<file path="src/rtl/fetch_unit.sv">
// Instruction-fetch stage: credit-limited in-order requests to instruction memory,
// a small response FIFO, branch redirect with stale-response discard, and the IF/ID register.
module fetch_unit #(
  parameter logic [31:0] RESET_PC   = 32'h0000_0000,
  parameter int          FIFO_DEPTH = 4
) (
  input  logic        CLK,
  input  logic        RST,
  input  logic        HLT,
  input  logic        branch_taken,
  input  logic [31:0] branch_target,
  output logic        imem_req_valid,
  output logic [31:0] imem_req_addr,
  input  logic        imem_req_ready,
  input  logic        imem_rsp_valid,
  input  logic [31:0] imem_rsp_data,
  output logic [31:0] IF_ID_pc,
  output logic [31:0] IF_ID_inst
);

  localparam int PW = (FIFO_DEPTH > 1) ? $clog2(FIFO_DEPTH) : 1;
  localparam int CW = $clog2(FIFO_DEPTH) + 1;
  localparam logic [CW:0] DEPTH_C = (CW + 1)'(FIFO_DEPTH);

  function automatic logic [31:0] pc_inc(input logic [31:0] pc);
    return pc + 32'd4;
  endfunction

  function automatic logic [31:0] word_align(input logic [31:0] addr);
    return {addr[31:2], 2'b00};
  endfunction

  logic [31:0]   fetch_pc;
  logic [31:0]   rsp_pc;
  logic [CW-1:0] count;
  logic [CW-1:0] outstanding;
  logic [CW-1:0] discard;
  logic [PW-1:0] rd_ptr;
  logic [PW-1:0] wr_ptr;
  logic [31:0]   fifo_pc   [FIFO_DEPTH];
  logic [31:0]   fifo_inst [FIFO_DEPTH];

  logic          redirect;
  logic [CW:0]   credit_used;
  logic          credit_ok;
  logic          req_accept;
  logic          rsp_drop;
  logic          push;
  logic          pop;

  // Request side: a request is only offered when its response is guaranteed a FIFO slot.
  assign redirect       = branch_taken & ~HLT;
  assign credit_used    = {1'b0, outstanding} + {1'b0, count};
  assign credit_ok      = credit_used < DEPTH_C;
  assign imem_req_valid = ~RST & ~redirect & credit_ok;
  assign imem_req_addr  = fetch_pc;
  assign req_accept     = imem_req_valid & imem_req_ready;

  // Response side: stale words are consumed first, a redirect drops the current word too.
  assign rsp_drop = imem_rsp_valid & (discard != '0);
  assign push     = imem_rsp_valid & (discard == '0) & ~redirect;
  assign pop      = ~HLT & ~redirect & (count != '0);

  always_ff @(posedge CLK) begin
    if (push) begin
      fifo_pc[wr_ptr]   <= rsp_pc;
      fifo_inst[wr_ptr] <= imem_rsp_data;
    end
  end

  always_ff @(posedge CLK) begin
    if (RST) begin
      fetch_pc    <= RESET_PC;
      rsp_pc      <= RESET_PC;
      count       <= '0;
      outstanding <= '0;
      discard     <= '0;
      rd_ptr      <= '0;
      wr_ptr      <= '0;
      IF_ID_pc    <= RESET_PC;
      IF_ID_inst  <= '0;
    end else begin
      outstanding <= outstanding + CW'(req_accept) - CW'(imem_rsp_valid);
      if (redirect) begin
        // After a redirect every word still in flight belongs to the old path.
        fetch_pc   <= word_align(branch_target);
        rsp_pc     <= word_align(branch_target);
        count      <= '0;
        rd_ptr     <= '0;
        wr_ptr     <= '0;
        discard    <= outstanding - CW'(imem_rsp_valid);
        IF_ID_inst <= '0;
      end else begin
        if (req_accept)
          fetch_pc <= pc_inc(fetch_pc);
        if (push) begin
          rsp_pc <= pc_inc(rsp_pc);
          wr_ptr <= wr_ptr + PW'(1);
        end
        if (pop)
          rd_ptr <= rd_ptr + PW'(1);
        count <= count + CW'(push) - CW'(pop);
        if (rsp_drop)
          discard <= discard - CW'(1);
        // IF/ID stage boundary
        if (!HLT) begin
          if (pop) begin
            IF_ID_pc   <= fifo_pc[rd_ptr];
            IF_ID_inst <= fifo_inst[rd_ptr];
          end else begin
            IF_ID_inst <= '0;
          end
        end
      end
    end
  end

endmodule

</file>
<file path="config.mk">
export PLATFORM = sky130hd
export DESIGN_NAME = fetch_unit
export DESIGN_NICKNAME = d
export VERILOG_FILES = /design/src/rtl/fetch_unit.sv
export SDC_FILE = /design/constraint.sdc
export NUM_CORES = 1
export LEC_CHECK = 0
export CAP_MARGIN = 20
export CORE_MARGIN = 1
export CORE_UTILIZATION = 50
export DETAILED_ROUTE_END_ITERATION = 6
export GPL_TIMING_DRIVEN = 0
export PLACE_DENSITY = 0.75
export SETUP_SLACK_MARGIN = 0.3
export SYNTH_ARGS = -nofsm -noshare
export SYNTH_HDL_FRONTEND = slang
export SYNTH_SLANG_ARGS = --single-unit
</file>
<file path="constraint.sdc">
create_clock -name CLK -period 3.3 [get_ports CLK]
set_input_delay 0.66 -clock CLK [delete_from_list [all_inputs] [get_ports CLK]]
set_output_delay 0.66 -clock CLK [all_outputs]
set_load 0.01 [all_outputs]
</file>
==> results.cfg <==
[clock_network]
cts-root-buf = clkbuf_16
cts_tree = built
clk_pin_slew_worst_paths_ns = 0.06
cts_num_sinks = 385
cts_max_level = 2
cts_buffer_depth = 3
clk_latency_ns = 0.52
cts_made_buffers = 39

[placement]
placed_area_um2 = 17000
hpwlAfterDp_mm = 21.2
port_buffers = 159
routabilityCongestion = 0.925
place_inst = 1562

[timing]
worst_pin_slew_ns = 1.09
fmax_ghz = 0.343
fin_skew_ns = 0.0112
hold_violations = 0
tns_ns = 0
maxSlewViolCount = 0
finalSetupViolCount = 0
rsz0062_at_grt = no
finalCriticalPeriod_ns = 2.91
slew_headroom_pct = 26.9
timing.final.crit_share_pct = 88.3

[worst_setup_path]
crit_path_end_kind = primary output
slowest_delay_ns = 0.44
startpoint_type = input port
cp-startpoint = branch_taken
r2r_end = outstanding[2]
crit_type = in2out
rr_worst_depth = 10
worstPathCellList = clkdlybuf4s50_1 > nand2b_1 > clkbuf_4 > nand2_2 > clkbuf_8 > nor3_2 > clkdlybuf4s15_1
crit_fanout = 10
rr_startpoint = count[2]
rrSetupSlack_ns = 0.40
critPathSlowestCell = clkdlybuf4s50_1
cp.arrival_ns = 2.25
cp.required_ns = 2.64

[detailed_routing]
wl_mm = 32.1
num_vias = 9167
drc = 0
avgViaCountPerCell = 5.60
drt-initial-drc-count = 767
post_drt_wl_per_cell_um = 19.6
ant_nets = 0
drt-pass1-iter-count = 5

[synthesis]
synthTopCellsByArea = edfxtp_1, dfxtp_1, mux4_2
muxShareOfSynthArea_pct = 9.68
syn_avg_cell_area_um2 = 14.7
ys_seq_area_share_pct = 68.7
ys_async_sr_fraction_pct = 0
ys_warn_count = 0
yosys_register_bits = 385
synth_top_area_share_pct = 50.2
synth_area_leader_cell = edfxtp_1
synth_edf_count = 248
synth_most_common_cell = edfxtp_1
yosys.area_share.simple_pct = 8.25
synth_top_flop_cell = edfxtp_1
synth_cell_type_count = 41
synth_commonest_cells = edfxtp_1, dfxtp_1, a21oi_1
synth_compound_area_share_pct = 5.93
synthCells = 1012
synth_xor_area_share_pct = 3.84
synth_top_family_by_area = multiplexers
synth-adder-area-share_pct = 1.62
netlist_area_um2 = 14800

[finish]
drive_gt1_share_pct = 12.5
finish.utilization_pct = 63.7
diodes = 0
syn2layout_area_growth_pct = 24.2
fin_cells = 1637
stdcell_area_um2 = 18400
fin_nets = 1311

[grt]
grt.overflow.total = 0
antenna_found_initial = 0
grt_start_max_net_pins = 56
grt_usage_pct = 21.2
grt_pass1_wl_mm = 49.9
grt_pass1_vias = 9170

[run]
drv_cap = 0

[min_path]
worst_hold_path.num_cells = 2
hp-start = IF_ID_pc[30]
hold_class = reg2reg
min_to = IF_ID_pc[30]

[power_and_ir_drop]
power.net_switching_uw = 2600
sw_frac_of_total_pct = 22.9
comb_power_share_pct = 11.2
peakVddDrop_mv = 0.354
pwr-share-clk_pct = 39.3
p_leak_uw = 0.00598
seqPwrFrac_pct = 49.6
internal-power_uw = 8740
p_per_area_nw_per_um2 = 616

[floorplanning]
io_pins = 167
initial_core_util_pct = 51.3
die-area_um2 = 30400
die_h_um = 174
core_um2 = 28900
die_w_um = 174
num_rows = 62

[status]
outcome = finished, final reports clean
==> logic make-up (layout without fill, tap and decap cells) <==
group / count (synthesis) / in the layout
flip-flops: 385 / 385
other: 1 / 4
adder cells (fa/ha/maj): 18 / 18
multiplexers: 66 / 66
AND/OR/NAND/NOR: 245 / 245
XOR/XNOR: 65 / 65
AO/OA/AOI/OAI: 158 / 158
buffers and inverters: 74 / 312
==> power by group through the flow <==
stage          sequential (uW)  combinational (uW)  clock, uW
4_1_cts                   5620                1260       4540
5_1_grt                   5650                1380       4710
3_5_place_dp              5720                1240          0
2_1_floorplan             5700                 725          0
6_report                  5620                1270       4450
3_3_place_gp              5710                1190          0
==> worst max-delay path: cells and delay by family <==
kind,cells,cell delay [ns]
buffers and inverters,4,1.13
AND/OR/NAND/NOR,3,0.46
==> placed cells by master, fill, tap and decap left out, types with 3 or more instances in the layout <==
master and n:
clkbuf_16 42, a22oi_1 32, nor2_1 53, bufinv_16 3, dfxtp_1 137, buf_16 3, nand2_1 77, nor2b_1 3
ha_1 16, xor2_1 42, buf_4 8, inv_1 16, a31oi_1 3, mux4_2 62, and4_1 6, and3_1 11
xnor2_1 23, nand3_1 23, conb_1 4, clkbuf_1 46, o21ai_0 33, mux2i_1 4, a21oi_1 88, edfxtp_1 248
nor4_1 5, buf_1 6, and2_4 4, nand4_1 29, clkbuf_8 7, clkdlybuf4s50_1 158, nor3_1 12, clkinv_2 8
or3_1 6
==> worst max-delay path by stage <==
stage                       endpoint  slack, ns  cells after the start
finish                imem_req_valid       0.39                      7
global route          outstanding[2]       0.31                     10
CTS                         count[2]       0.32                     13
detailed placement    imem_req_valid      -0.55                      7
global placement    fifo_inst[1][18]      -0.58                      4
floorplan                   count[2]       0.40                     13
==> flip-flops by register name (all words and copies together), names as in the netlist, named ones only <==
register / count
count: 3
outstanding: 3
rsp_pc: 30
fifo_inst: 128
wr_ptr: 2
IF_ID_pc: 30
IF_ID_inst: 32
discard: 3
fifo_pc: 120
imem_req_addr: 30
rd_ptr: 2
==> timing repair <==
item,CTS,global route
buffers inserted,1,3
pin swaps,1,1
hold buffers,0,0
gates resized for setup,12,8
endpoints found under the setup margin,4,6
==> layout make-up <==
type / count / area, um2
fillers: 2098 / 10500
flip-flops and latches: 385 / 10200
multi-input cells: 556 / 4380
repair buffers: 167 / 1720
clock buffers: 56 / 1160
well taps: 384 / 480
plain buffers: 56 / 259
clock inverters: 15 / 154
inverters: 18 / 67.6
==> layer usage <==
| layer | vias up | part of all wire (%) | global-route usage (%) |
|---|---|---|---|
| met5 | - | 0 | 0 |
| met4 | 0 | 2.0 | 6.51 |
| met3 | 48 | 6.3 | 2.91 |
| met2 | 349 | 48 | 35.0 |
| met1 | 4519 | 44 | 29.4 |
| li1 | 4251 | - | - |
==> through the flow <==
step	setup slack, ns	total power, uW	hold WS, ns
4_1_cts	0.321	11400	0.456
2_1_floorplan	0.399	6420	0.480
5_1_grt	0.307	11700	0.480
6_report	0.385	11300	0.452
3_5_place_dp	-0.553	6960	0.448
3_3_place_gp	-0.584	6900	0.443
(Power assumes the default switching activity.)
